### config.mk
export PLATFORM = sky130hd
export DESIGN_NAME = cdc_xfer_arbiter
export DESIGN_NICKNAME = d
export VERILOG_FILES = /design/src/rtl/cdc_xfer_pkg.sv /design/src/rtl/cdc_xfer_arbiter_rr_arbiter.sv /design/src/rtl/cdc_xfer_arbiter.sv
export SDC_FILE = /design/constraint.sdc
export NUM_CORES = 1
export LEC_CHECK = 0
export CAP_MARGIN = 20
export CORE_UTILIZATION = 42
export CTS_CLUSTER_DIAMETER = 100
export DETAILED_ROUTE_END_ITERATION = 8
export HOLD_SLACK_MARGIN = 0.06
export PLACE_DENSITY = 0.95
export SLEW_MARGIN = 25
export SYNTH_ARGS = -nofsm -noshare
export SYNTH_HDL_FRONTEND = slang
export SYNTH_SLANG_ARGS = --single-unit
### constraint.sdc
create_clock -name clk -period 5.9 [get_ports clk]
set_clock_uncertainty 0.2 [all_clocks]
set_input_delay 0.59 -clock clk [delete_from_list [all_inputs] [get_ports clk]]
set_output_delay 0.59 -clock clk [all_outputs]
set_load 0.005 [all_outputs]
### src/rtl/cdc_xfer_pkg.sv
// cdc_xfer_pkg: shared FSM state type, counter width and id-width helper for the CDC transfer arbiter
package cdc_xfer_pkg;
  typedef enum logic [1:0] {IDLE, SEND, WAIT_ACK} xfer_state_t;
  localparam int XFER_CNT_W = 32;
  function automatic int id_w(input int n);
    return (n <= 2) ? 1 : $clog2(n);
  endfunction
endpackage

### src/rtl/cdc_xfer_arbiter_rr_arbiter.sv
// rr_arbiter: combinational round-robin pick of the first request strictly after the last granted index
module rr_arbiter
  import cdc_xfer_pkg::*;
#(
  parameter int N = 4,
  parameter int W = id_w(N)
) (
  input  logic [N-1:0] req,
  input  logic [W-1:0] last,
  output logic [N-1:0] grant,
  output logic [W-1:0] idx
);
  logic         found;
  logic [W-1:0] pos;
  // scan N positions starting just after last, wrapping, and take the first requester seen
  always_comb begin
    grant = '0;
    idx   = '0;
    found = 1'b0;
    pos   = '0;
    for (int k = 1; k <= N; k++) begin
      pos = W'((int'(last) + k) % N);
      if (!found && req[pos]) begin
        found      = 1'b1;
        grant[pos] = 1'b1;
        idx        = pos;
      end
    end
  end
endmodule

### src/rtl/cdc_xfer_arbiter.sv
// cdc_xfer_arbiter: round-robin shared toggle-handshake CDC channel; CDC_XFER_ARBITER_STATS_EN enables xfer_cnt
module cdc_xfer_arbiter
  import cdc_xfer_pkg::*;
#(
  parameter int N_REQ  = 4,
  parameter int DATA_W = 32
) (
  input  logic                      clk,
  input  logic                      rst,
  input  logic [N_REQ-1:0]          req_valid,
  input  logic [N_REQ*DATA_W-1:0]   req_data,
  output logic [N_REQ-1:0]          req_ready,
  output logic [DATA_W-1:0]         xfer_data,
  output logic                      xfer_req,
  input  logic                      xfer_ack_sync,
  output logic [$clog2(N_REQ)-1:0]  grant_id,
  output logic                      busy,
  output logic                      done,
  output logic [XFER_CNT_W-1:0]     xfer_cnt
);
  localparam int IW = id_w(N_REQ);
  xfer_state_t       state_q, state_d;
  logic [DATA_W-1:0] xfer_data_q, xfer_data_d;
  logic [IW-1:0]     grant_id_q, grant_id_d;
  logic [IW-1:0]     ptr_q, ptr_d;
  logic              xfer_req_q, xfer_req_d;
  logic [N_REQ-1:0]  win_grant;
  logic [IW-1:0]     win_idx;
  logic [DATA_W-1:0] words [N_REQ];
  logic              ack_ok;

  for (genvar g = 0; g < N_REQ; g++) begin : g_words
    assign words[g] = req_data[g*DATA_W +: DATA_W];
  end

  rr_arbiter #(.N(N_REQ), .W(IW)) u_rr (
    .req   (req_valid),
    .last  (ptr_q),
    .grant (win_grant),
    .idx   (win_idx)
  );

  assign ack_ok    = xfer_ack_sync == xfer_req_q;
  assign busy      = state_q != IDLE;
  assign xfer_data = xfer_data_q;
  assign grant_id  = grant_id_q;
  assign xfer_req  = xfer_req_q;

  // accept only with no handshake outstanding; data is held one cycle before the toggle
  always_comb begin
    state_d     = state_q;
    xfer_data_d = xfer_data_q;
    grant_id_d  = grant_id_q;
    xfer_req_d  = xfer_req_q;
    ptr_d       = ptr_q;
    req_ready   = '0;
    done        = 1'b0;
    case (state_q)
      IDLE: if (ack_ok && |req_valid) begin
        req_ready   = win_grant;
        xfer_data_d = words[win_idx];
        grant_id_d  = win_idx;
        state_d     = SEND;
      end
      SEND: begin
        xfer_req_d = ~xfer_req_q;
        state_d    = WAIT_ACK;
      end
      WAIT_ACK: if (ack_ok) begin
        done    = 1'b1;
        ptr_d   = grant_id_q;
        state_d = IDLE;
      end
      default: state_d = IDLE;
    endcase
  end

  // state, holding, toggle and pointer registers; pointer resets so requester 0 wins first
  always_ff @(posedge clk) begin
    if (rst) begin
      state_q     <= IDLE;
      xfer_data_q <= '0;
      grant_id_q  <= '0;
      xfer_req_q  <= 1'b0;
      ptr_q       <= IW'(N_REQ - 1);
    end else begin
      state_q     <= state_d;
      xfer_data_q <= xfer_data_d;
      grant_id_q  <= grant_id_d;
      xfer_req_q  <= xfer_req_d;
      ptr_q       <= ptr_d;
    end
  end

`ifdef CDC_XFER_ARBITER_STATS_EN
  logic [XFER_CNT_W-1:0] cnt_q, cnt_d;
  // completed-transfer count, wrapping naturally
  always_comb cnt_d = done ? cnt_q + 1'b1 : cnt_q;
  // counter register
  always_ff @(posedge clk) cnt_q <= rst ? '0 : cnt_d;
  assign xfer_cnt = cnt_q;
`else
  assign xfer_cnt = '0;
`endif
endmodule

==> results.py <==
metrics = {
    "drt": {
        "wl_um": 11850,
        "vias": 3812,
        "viasPerCell": 5.829,
        "ant_nets": 0,
        "wl_per_cell_um": 18.12,
        "drt_iter0_markers": 137,
        "drtPass1Iterations": 5,
        "drc": 0,
    },
    "pwr": {
        "swShare_pct": 35.84,
        "p_leak_nw": 2.121,
        "p_int_uw": 820.5,
        "peakVddDrop_uv": 163.7,
        "p_switching_uw": 458.4,
        "p_per_area_nw_per_um2": 240.2,
        "power_frac_seq_pct": 28.8,
        "clkPwrFrac_pct": 19.0,
        "power_mw": 1.279,
        "combPwrFrac_pct": 52.2,
    },
    "place": {
        "place_worst_setup_slack_ps": 1155,
        "place.port_buffers": 175,
        "place.gp.congestion": 0.8082,
        "hpwl_um": 8649,
        "place_area_um2": 5201,
        "placed_cells": 646,
    },
    "clock_network": {
        "cts_tree": "yes",
        "post_cts_resized": 0,
        "clkSinkCount": 39,
        "ctsHoldBuffers": 0,
        "clk_path_buf_depth": 2,
        "cts_setup_buffers": 0,
        "path_clk_slew_ps": 90,
        "numCtsBuffers": 5,
        "cts_root_buf": "clkbuf_8",
        "htreeDepth": 2,
        "clk_latency_ps": 290,
    },
    "synthesis": {
        "yosysMostFrequentCell": "mux2i_1",
        "synth_enable_flop_cells": 0,
        "ys_seq_elements": 39,
        "synth.top_cell.area_share_pct": 21.77,
        "synth_cell_types": 46,
        "async_flop_share_pct": 0,
        "synth_area_per_cell_um2": 9.010,
        "yosys_warnings": 0,
        "yosysSeqAreaShare_pct": 21.77,
        "postSynthCellCount": 398,
        "yosysTopAreaCell": "dfxtp_1",
        "synth_area_um2": 3586,
        "yosys-top-cells-area": "dfxtp_1 (22%), mux2i_1 (17%), buf_4 (8.0%)",
        "synth_common_cells": "mux2i_1 (62), dfxtp_1 (39), buf_4 (38), nand2_1 (38), a211o_1 (29)",
        "synth_flop_cell": "dfxtp_1",
    },
    "layout": {
        "syn2layout_area_growth_pct": 48.50,
        "fillers": 689,
        "finish.instance_area_um2": 5325,
        "antenna_cells": 0,
        "drive_gt1_share_pct": 8.743,
        "fin_nets": 691,
        "final_cells": 654,
    },
    "sta": {
        "period_minus_slack_ps": 4713,
        "setup-tns-final_ps": 0,
        "hold_violations": 0,
        "timing.slew.headroom_pct": 46.58,
        "rsz0062_at_grt": "false",
        "fmax_mhz": 212.2,
        "worst_pin_slew_ps": 801.4,
        "setup_viol": 0,
        "post-route-period-util_pct": 79.88,
        "setup_ws_ps": 1187,
        "drv_slew": 0,
    },
    "worst_setup_path": {
        "path_buf_inv": 2,
        "r2r_slack_ps": 1290,
        "cp-end-kind": "output port",
        "endpoint": "req_ready[2]",
        "critPathKind": "reg2out",
        "worst-path-stages": 8,
        "reg2reg_from": "ptr_q[0]$_SDFFE_PP1P_",
        "ff2ff_path_depth": 8,
        "crit_slowest_cell": "dfxtp_1",
        "startpoint_type": "flop",
        "path_delay_family": "flip-flops",
        "crit_arrival_ps": 3920,
        "r2r_end": "xfer_data[7]$_SDFFE_PP0P_",
        "cp-startpoint": "ptr_q[0]$_SDFFE_PP1P_",
        "max_stage_delay_ps": 810,
        "critPathMaxFanout": 18,
        "worstPathRequired_ps": 5110,
        "crit_chain": "clkinv_1, ha_1, mux4_2, or2_4, a2111oi_4, a221oi_1, nor2_1, clkdlybuf4s50_1",
    },
    "floorplanning": {
        "die_y_um": 94.40,
        "die_w_um": 94.40,
        "core_um2": 8258,
        "ios": 208,
        "rows": 33,
        "start_util_pct": 43.42,
        "die_area_um2": 8911,
    },
    "global_route": {
        "track_usage_pct": 25.82,
        "grt_pass1_vias": 3703,
        "grt_pass1_wl_um": 17950,
        "overflow": 0,
        "grt_start_max_net_pins": 37,
        "grt_antenna_before_repair": 0,
    },
    "hold_path": {
        "hp-start": "xfer_data[16]$_SDFFE_PP0P_",
        "hold_class": "reg2reg",
    },
    "run_status": {
        "status": "finished, final reports clean",
    },
    "run": {
        "max-cap-violations": 0,
    },
}
-- cell type report --
class / instances / area [um2] / area share [%]
clock buffers: 6 / 82.58 / 1.551
multi-input cells: 317 / 2480 / 46.57
repair buffers: 182 / 1804 / 33.88
clock inverters: 2 / 35.03 / 0.6579
inverters: 3 / 11.26 / 0.2115
well taps: 105 / 131.4 / 2.467
flip-flops and latches: 39 / 780.7 / 14.66
-- tightest hold or removal path: cells and delay by family, from the launching register on --
| family | cells | cell delay [ps] |
|---|---|---|
| DFF | 1 | 330 |
| and+or+nand+nor | 1 | 60 |
| AOI/OAI and AO/OA | 1 | 50 |
-- how the worst min path moves through the flow --
stage                                      end  cells after the start
finish              xfer_data[16]$_SDFFE_PP0P_                      2
global route        xfer_data[16]$_SDFFE_PP0P_                      2
CTS                 xfer_data[16]$_SDFFE_PP0P_                      2
detailed placement  xfer_data[16]$_SDFFE_PP0P_                      2
global placement    xfer_data[16]$_SDFFE_PP0P_                      2
floorplan           xfer_data[10]$_SDFFE_PP0P_                      2
-- registers in the layout (all words and copies together), names as in the netlist --
register / cells
xfer_data: 32
state_q: 2
xfer_req: 1
ptr_q: 2
grant_id: 2
-- power by group through the flow --
| stage | Clock, mW | Sequential, mW | Combinational [mW] |
|---|---|---|---|
| 2_1_floorplan | 0 | 0.371 | 0.385 |
| 3_3_place_gp | 0 | 0.370 | 0.647 |
| 3_5_place_dp | 0 | 0.372 | 0.664 |
| 4_1_cts | 0.247 | 0.368 | 0.667 |
| 5_1_grt | 0.259 | 0.377 | 0.717 |
| 6_report | 0.243 | 0.368 | 0.668 |
-- routing by layer --
layer	global-route usage, %	share of wire, %	routed length [um]	vias up
li1	-	-	-	1758
met1	28.76	39	4598	1823
met2	48.19	51	6088	204
met3	4.589	7.1	847	27
met4	10.00	2.7	314	0
met5	0	0	0	-
-- placed cells by master (no fill, tap or decap), types with 2 or more instances in the layout --
| cell | Yosys | final |
|---|---|---|
| buf_4 | 38 | 7 |
| dfxtp_1 | 39 | 39 |
| nand4_1 | 4 | 4 |
| nand2_1 | 38 | 38 |
| conb_1 | 1 | 32 |
| nor2b_1 | 6 | 6 |
| mux2i_1 | 62 | 62 |
| inv_1 | 2 | 2 |
| mux4_2 | 3 | 3 |
| a21oi_1 | 3 | 3 |
| nor2_1 | 15 | 14 |
| o221ai_1 | 27 | 27 |
| o211ai_2 | 20 | 20 |
| ha_1 | 8 | 8 |
| a211o_1 | 29 | 29 |
| clkbuf_8 | 0 | 6 |
| a22oi_1 | 4 | 4 |
| a21o_1 | 2 | 2 |
| o22a_1 | 5 | 5 |
| a221oi_1 | 5 | 5 |
| a211oi_1 | 2 | 2 |
| nand3_1 | 8 | 8 |
| o21ai_0 | 4 | 4 |
| mux2_2 | 3 | 3 |
| clkdlybuf4s50_1 | 0 | 175 |
| nand2b_1 | 5 | 5 |
| o211ai_1 | 14 | 14 |
-- through the flow --
| stage | utilization [%] | hold WS (ps) |
|---|---|---|
| 2_1_floorplan | - | 260.7 |
| 3_3_place_gp | 62.98 | 246.1 |
| 3_5_place_dp | 62.98 | 247.1 |
| 4_1_cts | 64.41 | 273.5 |
| 5_1_grt | 64.48 | 291.5 |
| 6_report | 64.48 | 271.1 |
-- cells by family after synthesis --
logic type                 count (synthesis)  synth area share, %
muxes                                     68                20.13
other                                      1               0.1046
DFF                                       39                21.77
xor gates and xnor gates                   2               0.4886
and+or+nand+nor                           82                10.57
adders and majority gates                  8                2.791
buffers and inverters                     73                12.74
AOI/OAI and AO/OA                        125                31.40
No activity file was read; power rests on OpenSTA's default activity.
